`config.mk`:
```
export PLATFORM = sky130hd
export DESIGN_NAME = pwm_compare_dt_16bits
export DESIGN_NICKNAME = d
export VERILOG_FILES = /design/src/rtl/pwm_compare_dt_16bits_pkg.sv /design/src/rtl/pwm_compare_dt_16bits_deadtime_fsm.sv /design/src/rtl/pwm_compare_dt_16bits.sv
export SDC_FILE = /design/constraint.sdc
export NUM_CORES = 1
export LEC_CHECK = 0
export ABC_CLOCK_PERIOD_IN_PS = 3530
export BUFFER_PORTS_ARGS = -buffer_cell sky130_fd_sc_hd__buf_2
export CORE_UTILIZATION = 50
export DETAILED_ROUTE_END_ITERATION = 8
export PLACE_DENSITY = 0.88
export REMOVE_ABC_BUFFERS = 1
export SYNTH_ARGS = -nofsm -noshare
export SYNTH_HDL_FRONTEND = slang
export SYNTH_SLANG_ARGS = --single-unit
```
`constraint.sdc`:
```
create_clock -name clk -period 3.53 [get_ports clk]
set_input_delay 0 -clock clk [delete_from_list [all_inputs] [get_ports clk]]
set_output_delay 0 -clock clk [all_outputs]
set_load 0.02 [all_outputs]
```
`src/rtl/pwm_compare_dt_16bits_pkg.sv`:
```
// ---------------------------------------------------------------------------
// pwm_compare_dt_16bits_pkg
//   Shared types and widths for the PWM compare / dead-time stage.
//   - PWMCOUNT_WIDTH : width of the carrier and compare values
//   - DEADTIME_WIDTH : default width of the dead-time counter
//   - pwm_onoff_t    : global PWM enable
//   - dt_state_t     : dead-time FSM state encoding
// ---------------------------------------------------------------------------
package pwm_compare_dt_16bits_pkg;

    localparam int PWMCOUNT_WIDTH = 16;
    localparam int DEADTIME_WIDTH = 10;

    typedef enum logic {
        PWM_OFF = 1'b0,
        PWM_ON  = 1'b1
    } pwm_onoff_t;

    typedef enum logic [2:0] {
        S_OFF   = 3'd0,
        S_LOW   = 3'd1,
        S_DT_LH = 3'd2,
        S_HIGH  = 3'd3,
        S_DT_HL = 3'd4
    } dt_state_t;

endpackage

```
`src/rtl/pwm_compare_dt_16bits_deadtime_fsm.sv`:
```
// ---------------------------------------------------------------------------
// pwm_compare_dt_16bits_deadtime_fsm
//   Gate-drive state machine: turns the registered compare reference into a
//   complementary high/low gate pair, inserting a dead-time gap on every
//   edge when PWM_DEADTIME_EN is defined. Without the macro the dead-time
//   states and counter do not exist and the gates follow the reference with
//   one cycle of delay.
//
//   Ports:
//     clk          system clock
//     rst_n        asynchronous active-low reset
//     enable_i     global PWM enable (1 = ON)
//     trip_i       synchronous fault, forces S_OFF next edge
//     tripped_i    sticky fault status, blocks leaving S_OFF
//     ref_i        registered (carrier < compare) reference
//     deadtime_i   shadowed dead-time in clk cycles (PWM_DEADTIME_EN only)
//     pwm_h_o      high-side gate
//     pwm_l_o      low-side gate
//     dt_active_o  high while a dead-time interval runs
//
//   Configuration macro: PWM_DEADTIME_EN
// ---------------------------------------------------------------------------
module pwm_compare_dt_16bits_deadtime_fsm
    import pwm_compare_dt_16bits_pkg::*;
#(
    parameter int DT_WIDTH = DEADTIME_WIDTH
) (
    input  logic                clk,
    input  logic                rst_n,
    input  logic                enable_i,
    input  logic                trip_i,
    input  logic                tripped_i,
    input  logic                ref_i,
`ifdef PWM_DEADTIME_EN
    input  logic [DT_WIDTH-1:0] deadtime_i,
`endif
    output logic                pwm_h_o,
    output logic                pwm_l_o,
    output logic                dt_active_o
);

    dt_state_t state_q, state_d;
    logic      pwm_h_q;
    logic      pwm_l_q;

`ifdef PWM_DEADTIME_EN
    logic [DT_WIDTH-1:0] cnt_q, cnt_d;
    logic                dt_zero;
    logic                dt_active_q;

    // A zero dead-time skips the gap states entirely so the gates swap
    // on the same edge; this also keeps the counter from ever wrapping.
    assign dt_zero = (deadtime_i == '0);

    always_comb begin
        state_d = state_q;
        cnt_d   = cnt_q;
        if (trip_i || !enable_i) begin
            state_d = S_OFF;
        end else begin
            case (state_q)
                S_OFF: begin
                    if (!tripped_i) begin
                        if (!ref_i) begin
                            state_d = S_LOW;
                        end else if (dt_zero) begin
                            state_d = S_HIGH;
                        end else begin
                            state_d = S_DT_LH;
                            cnt_d   = deadtime_i;
                        end
                    end
                end
                S_LOW: begin
                    if (ref_i) begin
                        if (dt_zero) begin
                            state_d = S_HIGH;
                        end else begin
                            state_d = S_DT_LH;
                            cnt_d   = deadtime_i;
                        end
                    end
                end
                S_DT_LH: begin
                    // Reference falling back first aborts the edge: pulses
                    // shorter than the dead-time never reach the gate.
                    if (!ref_i) begin
                        state_d = S_LOW;
                    end else if (cnt_q <= DT_WIDTH'(1)) begin
                        state_d = S_HIGH;
                    end else begin
                        cnt_d = cnt_q - 1'b1;
                    end
                end
                S_HIGH: begin
                    if (!ref_i) begin
                        if (dt_zero) begin
                            state_d = S_LOW;
                        end else begin
                            state_d = S_DT_HL;
                            cnt_d   = deadtime_i;
                        end
                    end
                end
                S_DT_HL: begin
                    if (ref_i) begin
                        state_d = S_HIGH;
                    end else if (cnt_q <= DT_WIDTH'(1)) begin
                        state_d = S_LOW;
                    end else begin
                        cnt_d = cnt_q - 1'b1;
                    end
                end
                default: state_d = S_OFF;
            endcase
        end
    end

    // Outputs are decoded from the next state so they change on the same
    // edge as the state register.
    always_ff @(posedge clk or negedge rst_n) begin
        if (!rst_n) begin
            state_q     <= S_OFF;
            cnt_q       <= '0;
            pwm_h_q     <= 1'b0;
            pwm_l_q     <= 1'b0;
            dt_active_q <= 1'b0;
        end else begin
            state_q     <= state_d;
            cnt_q       <= cnt_d;
            pwm_h_q     <= (state_d == S_HIGH);
            pwm_l_q     <= (state_d == S_LOW);
            dt_active_q <= (state_d == S_DT_LH) || (state_d == S_DT_HL);
        end
    end

    assign dt_active_o = dt_active_q;
`else
    always_comb begin
        state_d = state_q;
        if (trip_i || !enable_i) begin
            state_d = S_OFF;
        end else begin
            case (state_q)
                S_OFF: begin
                    if (!tripped_i) begin
                        state_d = ref_i ? S_HIGH : S_LOW;
                    end
                end
                default: state_d = ref_i ? S_HIGH : S_LOW;
            endcase
        end
    end

    always_ff @(posedge clk or negedge rst_n) begin
        if (!rst_n) begin
            state_q <= S_OFF;
            pwm_h_q <= 1'b0;
            pwm_l_q <= 1'b0;
        end else begin
            state_q <= state_d;
            pwm_h_q <= (state_d == S_HIGH);
            pwm_l_q <= (state_d == S_LOW);
        end
    end

    assign dt_active_o = 1'b0;
`endif

    assign pwm_h_o = pwm_h_q;
    assign pwm_l_o = pwm_l_q;

endmodule

```
`src/rtl/pwm_compare_dt_16bits.sv`:
```
// ---------------------------------------------------------------------------
// pwm_compare_dt_16bits
//   One PWM phase leg behind a 16-bit carrier: shadows the compare (and
//   dead-time) values, compares them against the carrier and drives a
//   complementary gate pair through the dead-time FSM. Shadows load every
//   cycle while PWM is OFF and only on maskevent while ON, so duty changes
//   land at carrier peaks/valleys.
//
//   Ports:
//     clk        system clock (same clock as the carrier block)
//     reset      asynchronous active-low reset
//     carrier    carrier value from the upstream stage
//     maskevent  single-cycle shadow-load strobe
//     compare    duty compare value
//     deadtime   dead-time in clk cycles (ignored without PWM_DEADTIME_EN)
//     pwm_onoff  global enable
//     trip       synchronous fault, forces both gates inactive
//     pwm_h      high-side gate, active-high
//     pwm_l      low-side gate, active-high
//     dt_active  high while a dead-time interval runs
//     tripped    sticky fault status, cleared only while pwm_onoff = OFF
//
//   Configuration macro: PWM_DEADTIME_EN (defined = dead-time insertion)
// ---------------------------------------------------------------------------
module pwm_compare_dt_16bits
    import pwm_compare_dt_16bits_pkg::*;
#(
    parameter int DT_WIDTH = DEADTIME_WIDTH
) (
    input  logic                      clk,
    input  logic                      reset,
    input  logic [PWMCOUNT_WIDTH-1:0] carrier,
    input  logic                      maskevent,
    input  logic [15:0]               compare,
    input  logic [DT_WIDTH-1:0]       deadtime,
    input  pwm_onoff_t                pwm_onoff,
    input  logic                      trip,
    output logic                      pwm_h,
    output logic                      pwm_l,
    output logic                      dt_active,
    output logic                      tripped
);

    logic [15:0] compare_m_q;
    logic        ref_q, ref_d;
    logic        tripped_q, tripped_d;
    logic        enable;
    logic        load_shadow;

    assign enable      = (pwm_onoff == PWM_ON);
    assign load_shadow = !enable || maskevent;

    // compare_m = 0 never lets the reference rise; compare_m above the
    // carrier period keeps it high for the whole period.
    assign ref_d = (carrier < compare_m_q);

    // Trip wins over the OFF-clear so a fault held during OFF stays visible.
    assign tripped_d = trip ? 1'b1 : (!enable ? 1'b0 : tripped_q);

`ifdef PWM_DEADTIME_EN
    logic [DT_WIDTH-1:0] deadtime_m_q;

    always_ff @(posedge clk or negedge reset) begin
        if (!reset) begin
            deadtime_m_q <= '0;
        end else if (load_shadow) begin
            deadtime_m_q <= deadtime;
        end
    end
`else
    logic unused_deadtime;
    assign unused_deadtime = ^deadtime;
`endif

    always_ff @(posedge clk or negedge reset) begin
        if (!reset) begin
            compare_m_q <= '0;
            ref_q       <= 1'b0;
            tripped_q   <= 1'b0;
        end else begin
            if (load_shadow) begin
                compare_m_q <= compare;
            end
            ref_q     <= ref_d;
            tripped_q <= tripped_d;
        end
    end

    pwm_compare_dt_16bits_deadtime_fsm #(
        .DT_WIDTH (DT_WIDTH)
    ) u_fsm (
        .clk         (clk),
        .rst_n       (reset),
        .enable_i    (enable),
        .trip_i      (trip),
        .tripped_i   (tripped_q),
        .ref_i       (ref_q),
`ifdef PWM_DEADTIME_EN
        .deadtime_i  (deadtime_m_q),
`endif
        .pwm_h_o     (pwm_h),
        .pwm_l_o     (pwm_l),
        .dt_active_o (dt_active)
    );

    assign tripped = tripped_q;

endmodule

```
==> reports/metrics.yaml, run 1 <==
status:
  status: "completed"
cts:
  clockBufferDepth: 2
  path_clk_slew_ns: 0.13
  clock_latency_ns: 0.32
  cts_resized: 0
  cts_tree: "built"
  htreeDepth: 1
  cts_buffers: 3
  cts-root-buf: "clkbuf_4"
  cts.sinks: 23
route:
  vias_per_cell: 4.883
  drtAntennaViolNets: 0
  remaining_drc_errors: 0
  drt_iter0_drc: 29
  drt-pass1-iter-count: 4
  wl_um: 2472
  routedWlPerCell_um: 12.00
  vias: 1006
sta:
  final.setup.tns_ns: 0
  setup_slack_ns: 1.958
  period_share_pct: 44.52
  max_slew_margin_pct: 36.44
  maxSlewViolCount: 0
  fin_skew_ns: 0.006817
  setup_viol_count_final: 0
  fin_hold_ws_ns: 0.04788
  fin_crit_ns: 1.572
  finalHoldViolCount: 0
  worst_pin_slew_ns: 0.9535
  rsz0062_at_grt: "false"
  max_freq_ghz: 0.6363
synthesis:
  synthCells: 118
  synth_cell_types: 24
  synth-seq-cells: 23
  syn_area_per_cell_um2: 9.872
  yosys_warnings: 0
  ys_seq_area_share_pct: 49.41
  synth_area_mm2: 0.001165
cells_and_area:
  n_antenna_cell: 0
  fin_nets: 241
  drive_gt1_share_pct: 24.72
  post-route-util_pct: 72.68
  area_growth_pct: 38.02
pwr:
  powerDensity_mw_per_mm2: 337.6
  power.leakage_nw: 0.8849
  peakVddDrop_mv: 0.2557
grt:
  grt_pass1_vias: 1008
  grt_max_degree: 32
  grt_pass1_wl_um: 4284
  antenna_found_initial: 0
  track_usage_pct: 23.00
  grt.overflow.total: 0
worst_setup_path:
  regToRegSetupSlack_ns: 1.96
  r2r-end: "u_fsm.state_q[0]"
  start_kind: "flop"
  crit_arrival_ns: 1.84
  r2r_cells: 3
  critical_path_class: "reg -> reg"
  rr_startpoint: "tripped"
  endpoint_kind: "flop"
  critPathMaxFanout: 4
  required_ns: 3.80
placed_design:
  dp_hpwl_um: 1579
  post-place-ws_ns: 2.012
  gp_congestion: 0.7130
  portBuffers: 39
floorplanning:
  die_w_um: 50.27
  die_h_um: 50.27
  core_area_mm2: 0.002212
  start_util_pct: 52.66
  pin_count: 51
  rows: 17
  fp.dieArea_mm2: 0.002527
hold_path:
  hold_end: "ref_q"
  hp-start: "carrier[15]"
  min_path_type: "in -> reg"
  hold_depth: 4
flow_run:
  drv_cap: 0
-- where the power goes --
group / leakage (nW) / switching, mW / internal, mW
combinational: 0.589 / 0.0612 / 0.0629
clock: 0.0177 / 0.0847 / 0.0425
sequential: 0.278 / 0.00686 / 0.285
-- logic make-up (layout without fill, tap and decap cells) --
group / after synthesis / in the layout / synth area share (%)
flip-flops: 23 / 23 / 49.41
buffers and inverters: 21 / 80 / 7.089
other: 1 / 2 / 0.3219
multiplexers: 1 / 1 / 0.9666
AND/OR/NAND/NOR: 29 / 29 / 11.92
AO/OA/AOI/OAI: 28 / 28 / 14.18
adder cells (fa/ha/maj): 15 / 15 / 16.11
-- cells in the final DEF, fill, tap and decap left out, types with 2 or more instances in the layout --
master	instances
clkbuf_4	3
inv_1	17
o21ai_0	17
conb_1	2
buf_2	39
dfrtp_1	23
nand2_1	17
a21o_1	4
dlygate4sd3_1	20
nand2b_1	2
nand4_1	2
a21oi_1	3
and2_1	2
ha_1	15
-- metal layers --
layer  GRT usage [%]  routed length [um]  vias up  share of wire (%)
li1                -                   -      509                  -
met1           27.44                1075      462                 43
met2           42.22                1284       32                 52
met3           3.030                  79        3                3.2
met4           7.143                  32        0                1.3
met5               0                   0        -                  0
-- timing repair --
item / in CTS / in global routing
hold endpoints to repair: 42 / 0
buffers inserted: 0 / 0
hold buffers: 20 / 0
-- worst max-delay path by stage --
stage / startpoint / slack [ns] / depth (start not counted) / endpoint
after detailed placement: compare_m_q[1] / 2.01 / 5 / ref_q
after global routing: compare_m_q[1] / 1.80 / 5 / ref_q
after floorplan: compare_m_q[13] / 2.10 / 6 / ref_q
final: tripped / 1.96 / 3 / u_fsm.state_q[0]
after global placement: compare_m_q[13] / 2.05 / 6 / ref_q
after CTS: compare_m_q[1] / 1.99 / 5 / ref_q
-- worst max-delay path, stage by stage, from the launching register on --
cell,delay (ns)
dfrtp_1,0.41
nor4b_1,0.15
nor3b_1,0.35
dlygate4sd3_1,0.61
-- synthesized netlist by cell type --
cell	n	area, um^2
a2111oi_0	1	8.760
a21o_1	4	30.03
a21oi_1	3	15.01
a221o_1	1	10.01
and2_1	2	12.51
and3_1	1	6.260
buf_4	1	7.510
clkbuf_1	3	11.26
conb_1	1	3.750
dfrtp_1	23	575.6
ha_1	15	187.7
inv_1	17	63.81
mux2_2	1	11.26
nand2_1	17	63.81
nand2b_1	2	12.51
nand4_1	2	12.51
nor2_1	1	3.750
nor2b_1	1	6.260
nor3_1	1	5.000
nor3b_1	1	7.510
nor4b_1	1	8.760
o21a_1	1	7.510
o21ai_0	17	85.08
o311ai_0	1	8.760
-- cell type report --
type,count,area (um^2)
fillers,167,604.3
flip-flops and latches,23,575.6
multi-input cells,75,510.5
repair buffers,59,395.4
inverters,17,63.81
well taps,28,35.03
clock buffers,3,22.52
clock inverters,1,5.005
-- through the flow --
stage / instance area [um^2] / std cells / power [mW]
6_report: 1608 / 206 / 0.5428
5_1_grt: 1608 / 206 / 0.5767
4_1_cts: 1608 / 206 / 0.5409
3_5_place_dp: 1380 / 182 / 0.4005
3_3_place_gp: 1380 / 182 / 0.3941
2_1_floorplan: 1150 / 115 / 0.3569
-- state kept, by name (all words and copies together) (netlist names) --
register       cells
ref_q              1
u_fsm.pwm_l_o      1
tripped            1
compare_m_q       16
u_fsm.pwm_h_o      1
u_fsm.state_q      3
No activity file was read; power rests on OpenSTA's default activity.
==> run 2, diff against run 1 <==
--- a/config.mk
+++ b/config.mk
@@ -5,11 +5,11 @@
 export SDC_FILE = /design/constraint.sdc
 export NUM_CORES = 1
 export LEC_CHECK = 0
-export ABC_CLOCK_PERIOD_IN_PS = 3530
+export ABC_CLOCK_PERIOD_IN_PS = 1650
 export BUFFER_PORTS_ARGS = -buffer_cell sky130_fd_sc_hd__buf_2
-export CORE_UTILIZATION = 50
+export CORE_UTILIZATION = 46
 export DETAILED_ROUTE_END_ITERATION = 8
-export PLACE_DENSITY = 0.88
+export PLACE_DENSITY = 0.82
 export REMOVE_ABC_BUFFERS = 1
 export SYNTH_ARGS = -nofsm -noshare
 export SYNTH_HDL_FRONTEND = slang
==> constraint.sdc (replaced) <==
create_clock -name clk -period 1.65 [get_ports clk]
set_input_delay 0 -clock clk [delete_from_list [all_inputs] [get_ports clk]]
set_output_delay 0 -clock clk [all_outputs]
set_load 0.02 [all_outputs]
==> run 2 against run 1 <==
Against the previous run: clock skew is 0.0033 ns lower; critical path depth stayed put; final cell count is 0.49% higher; first-iteration DRC count is 62% lower; hold slack better by 0.027 ns; highest routed layer unchanged.
==> reports/metrics.yaml, run 2 (synthesis results as in run 1) <==
route:
  wl_um: 2390  # -3.3%
  drt_iter0_drc: 11  # -62%
  vias_per_cell: 4.797  # -1.8%
  routedWlPerCell_um: 11.55  # -3.8%
  drt-pass1-iter-count: 4  # unchanged
  drtAntennaViolNets: 0  # unchanged
  vias: 993  # -1.3%
  remaining_drc_errors: 0  # unchanged
floorplanning:
  die_h_um: 52.32  # +4.1%
  core_area_mm2: 0.002297  # +3.8%
  start_util_pct: 50.71  # -2.0 points
  fp.dieArea_mm2: 0.002737  # +8.3%
  rows: 17  # unchanged
  pin_count: 51  # unchanged
  die_w_um: 52.32  # +4.1%
worst_setup_path:
  crit_slowest_cell: "dlygate4sd3_1"
  endpoint_kind: "flop"
  crit_arrival_ns: 1.81  # -0.03 ns
  cpPeakStageDelay_ns: 0.62  # about the same
  start_kind: "flop"
  cp_top_family: "buffers and inverters"
  critical_path_class: "reg -> reg"
  critPathMaxFanout: 4  # unchanged
  path_cells: "nor4b_1 -> nor3b_1 -> dlygate4sd3_1"
  required_ns: 1.90  # -1.90 ns
  cp.buffers_inverters: 1  # unchanged
cts:
  htreeDepth: 1  # unchanged
  cts_buffers: 3  # unchanged
  cts.sinks: 23  # unchanged
  cts-root-buf: "clkbuf_4"
  cts_tree: "built"
  cts_resized: 0  # unchanged
  clock_latency_ns: 0.31  # about the same
  clockBufferDepth: 2  # unchanged
  path_clk_slew_ns: 0.12  # about the same
grt:
  grt_pass1_wl_um: 4243  # -0.96%
  grt_pass1_vias: 1066  # +5.8%
  use_met2_pct: 40.72  # -1.5 points
  track_usage_pct: 21.60  # -1.4 points
  use_met3_pct: 5.797  # +2.8 points
  top_usage_layer: "met2"
  antenna_found_initial: 0  # unchanged
  grt_max_degree: 24  # -25%
  grtUsageMet1_pct: 22.37  # -5.1 points
  grt.overflow.total: 0  # unchanged
sta:
  period_share_pct: 94.16  # +50 points
  finalHoldViolCount: 0  # unchanged
  setup_viol_count_final: 0  # unchanged
  rsz0062_at_grt: "false"
  fin_skew_ns: 0.003526  # -0.003291 ns
  fin_crit_ns: 1.554  # -0.01800 ns
  max_freq_ghz: 0.6437  # +1.2%
  final.setup.tns_ns: 0  # unchanged
  maxSlewViolCount: 0  # unchanged
  max_slew_margin_pct: 63.45  # +27 points
  worst_pin_slew_ns: 0.5483  # -0.4052 ns
cells_and_area:
  regMostFlops: "compare_m_q"
  largest_reg_flops: 16  # unchanged
  instances_no_fill: 207  # +0.49%
  fillCellCount: 186  # +11%
  top_regs: "compare_m_q (16), u_fsm.state_q (3)"
  drive_gt1_share_pct: 25.14  # +0.42 points
  n_antenna_cell: 0  # unchanged
  post-route-util_pct: 70.32  # -2.4 points
  area_growth_pct: 38.67
  mostFrequentLayoutCells: "buf_2 (39), dfrtp_1 (23), dlygate4sd3_1 (20)"
  fin_nets: 242  # +0.41%
  layout_commonest_cell: "buf_2"
pwr:
  powerDensity_mw_per_mm2: 709.1  # +110%
  peakVddDrop_mv: 0.6283  # +150%
  power.leakage_nw: 0.8894  # +0.51%
placed_design:
  dp_hpwl_um: 1715  # +8.6%
  portBuffers: 39  # unchanged
  dp_cells: 183  # +0.55%
  gp_congestion: 0.8236  # +16%
flow_run:
  drv_cap: 0  # unchanged
hold_path:
  min_path_type: "in -> reg"
status:
  status: "completed"
[run 2: final timing paths]
check / cells after the start / slack, ns / start / endpoint
setup reg to reg: 3 / 0.1 / tripped / u_fsm.state_q[0]
setup / recovery: 3 / 0.1 / tripped / u_fsm.state_q[0]
max in group asynchronous: 2 / 1.15 / reset / ref_q
hold / removal: 4 / 0.07 / carrier[15] / ref_q
hold reg to reg: 1 / 0.44 / ref_q / u_fsm.pwm_l_o
min in group asynchronous: 2 / 0.17 / reset / compare_m_q[6]
[run 2: final cells by class]
cell class,instances,area (um^2),share of cell area [%]
clock buffer,3,22.52,1.394
clock inverter,1,5.005,0.3098
inverter,17,63.81,3.950
multi-input combinational,75,510.5,31.60
sequential,23,575.6,35.63
tap,28,35.03,2.169
timing repair buffer,60,402.9,24.94
[run 2: worst min-delay path, stage by stage]
cell and delay (ns):
buf_2 0.09, ha_1 0.14, a221o_1 0.10, a21oi_1 0.03
[run 2: metrics by stage]
step	area [um^2]	hold slack, ns	worst slack, ns	power, mW
after floorplan	1150	-0.2956	0.2200	0.7635
after global placement	1388	-0.007308	0.1852	0.8460
after detailed placement	1388	-0.007111	0.1584	0.8617
after CTS	1615	0.07194	0.1143	1.150
after global routing	1615	0.07305	0.01791	1.218
final	1615	0.07476	0.09637	1.145
[run 2: power by group]
group	switching, mW	internal (mW)
registers	0.0136	0.608
logic	0.129	0.137
clock network	0.167	0.0906
[run 2: repair_timing]
action,in CTS,in global routing
hold buffers,20,0
setup buffers,0,0
endpoints found under the hold margin,42,0
endpoints found under the setup margin,0,0
[run 2: routing by layer]
layer,share of wire (%),vias up
li1,-,512
met1,42,443
met2,51,29
met3,4.1,9
met4,2.5,0
met5,0,-
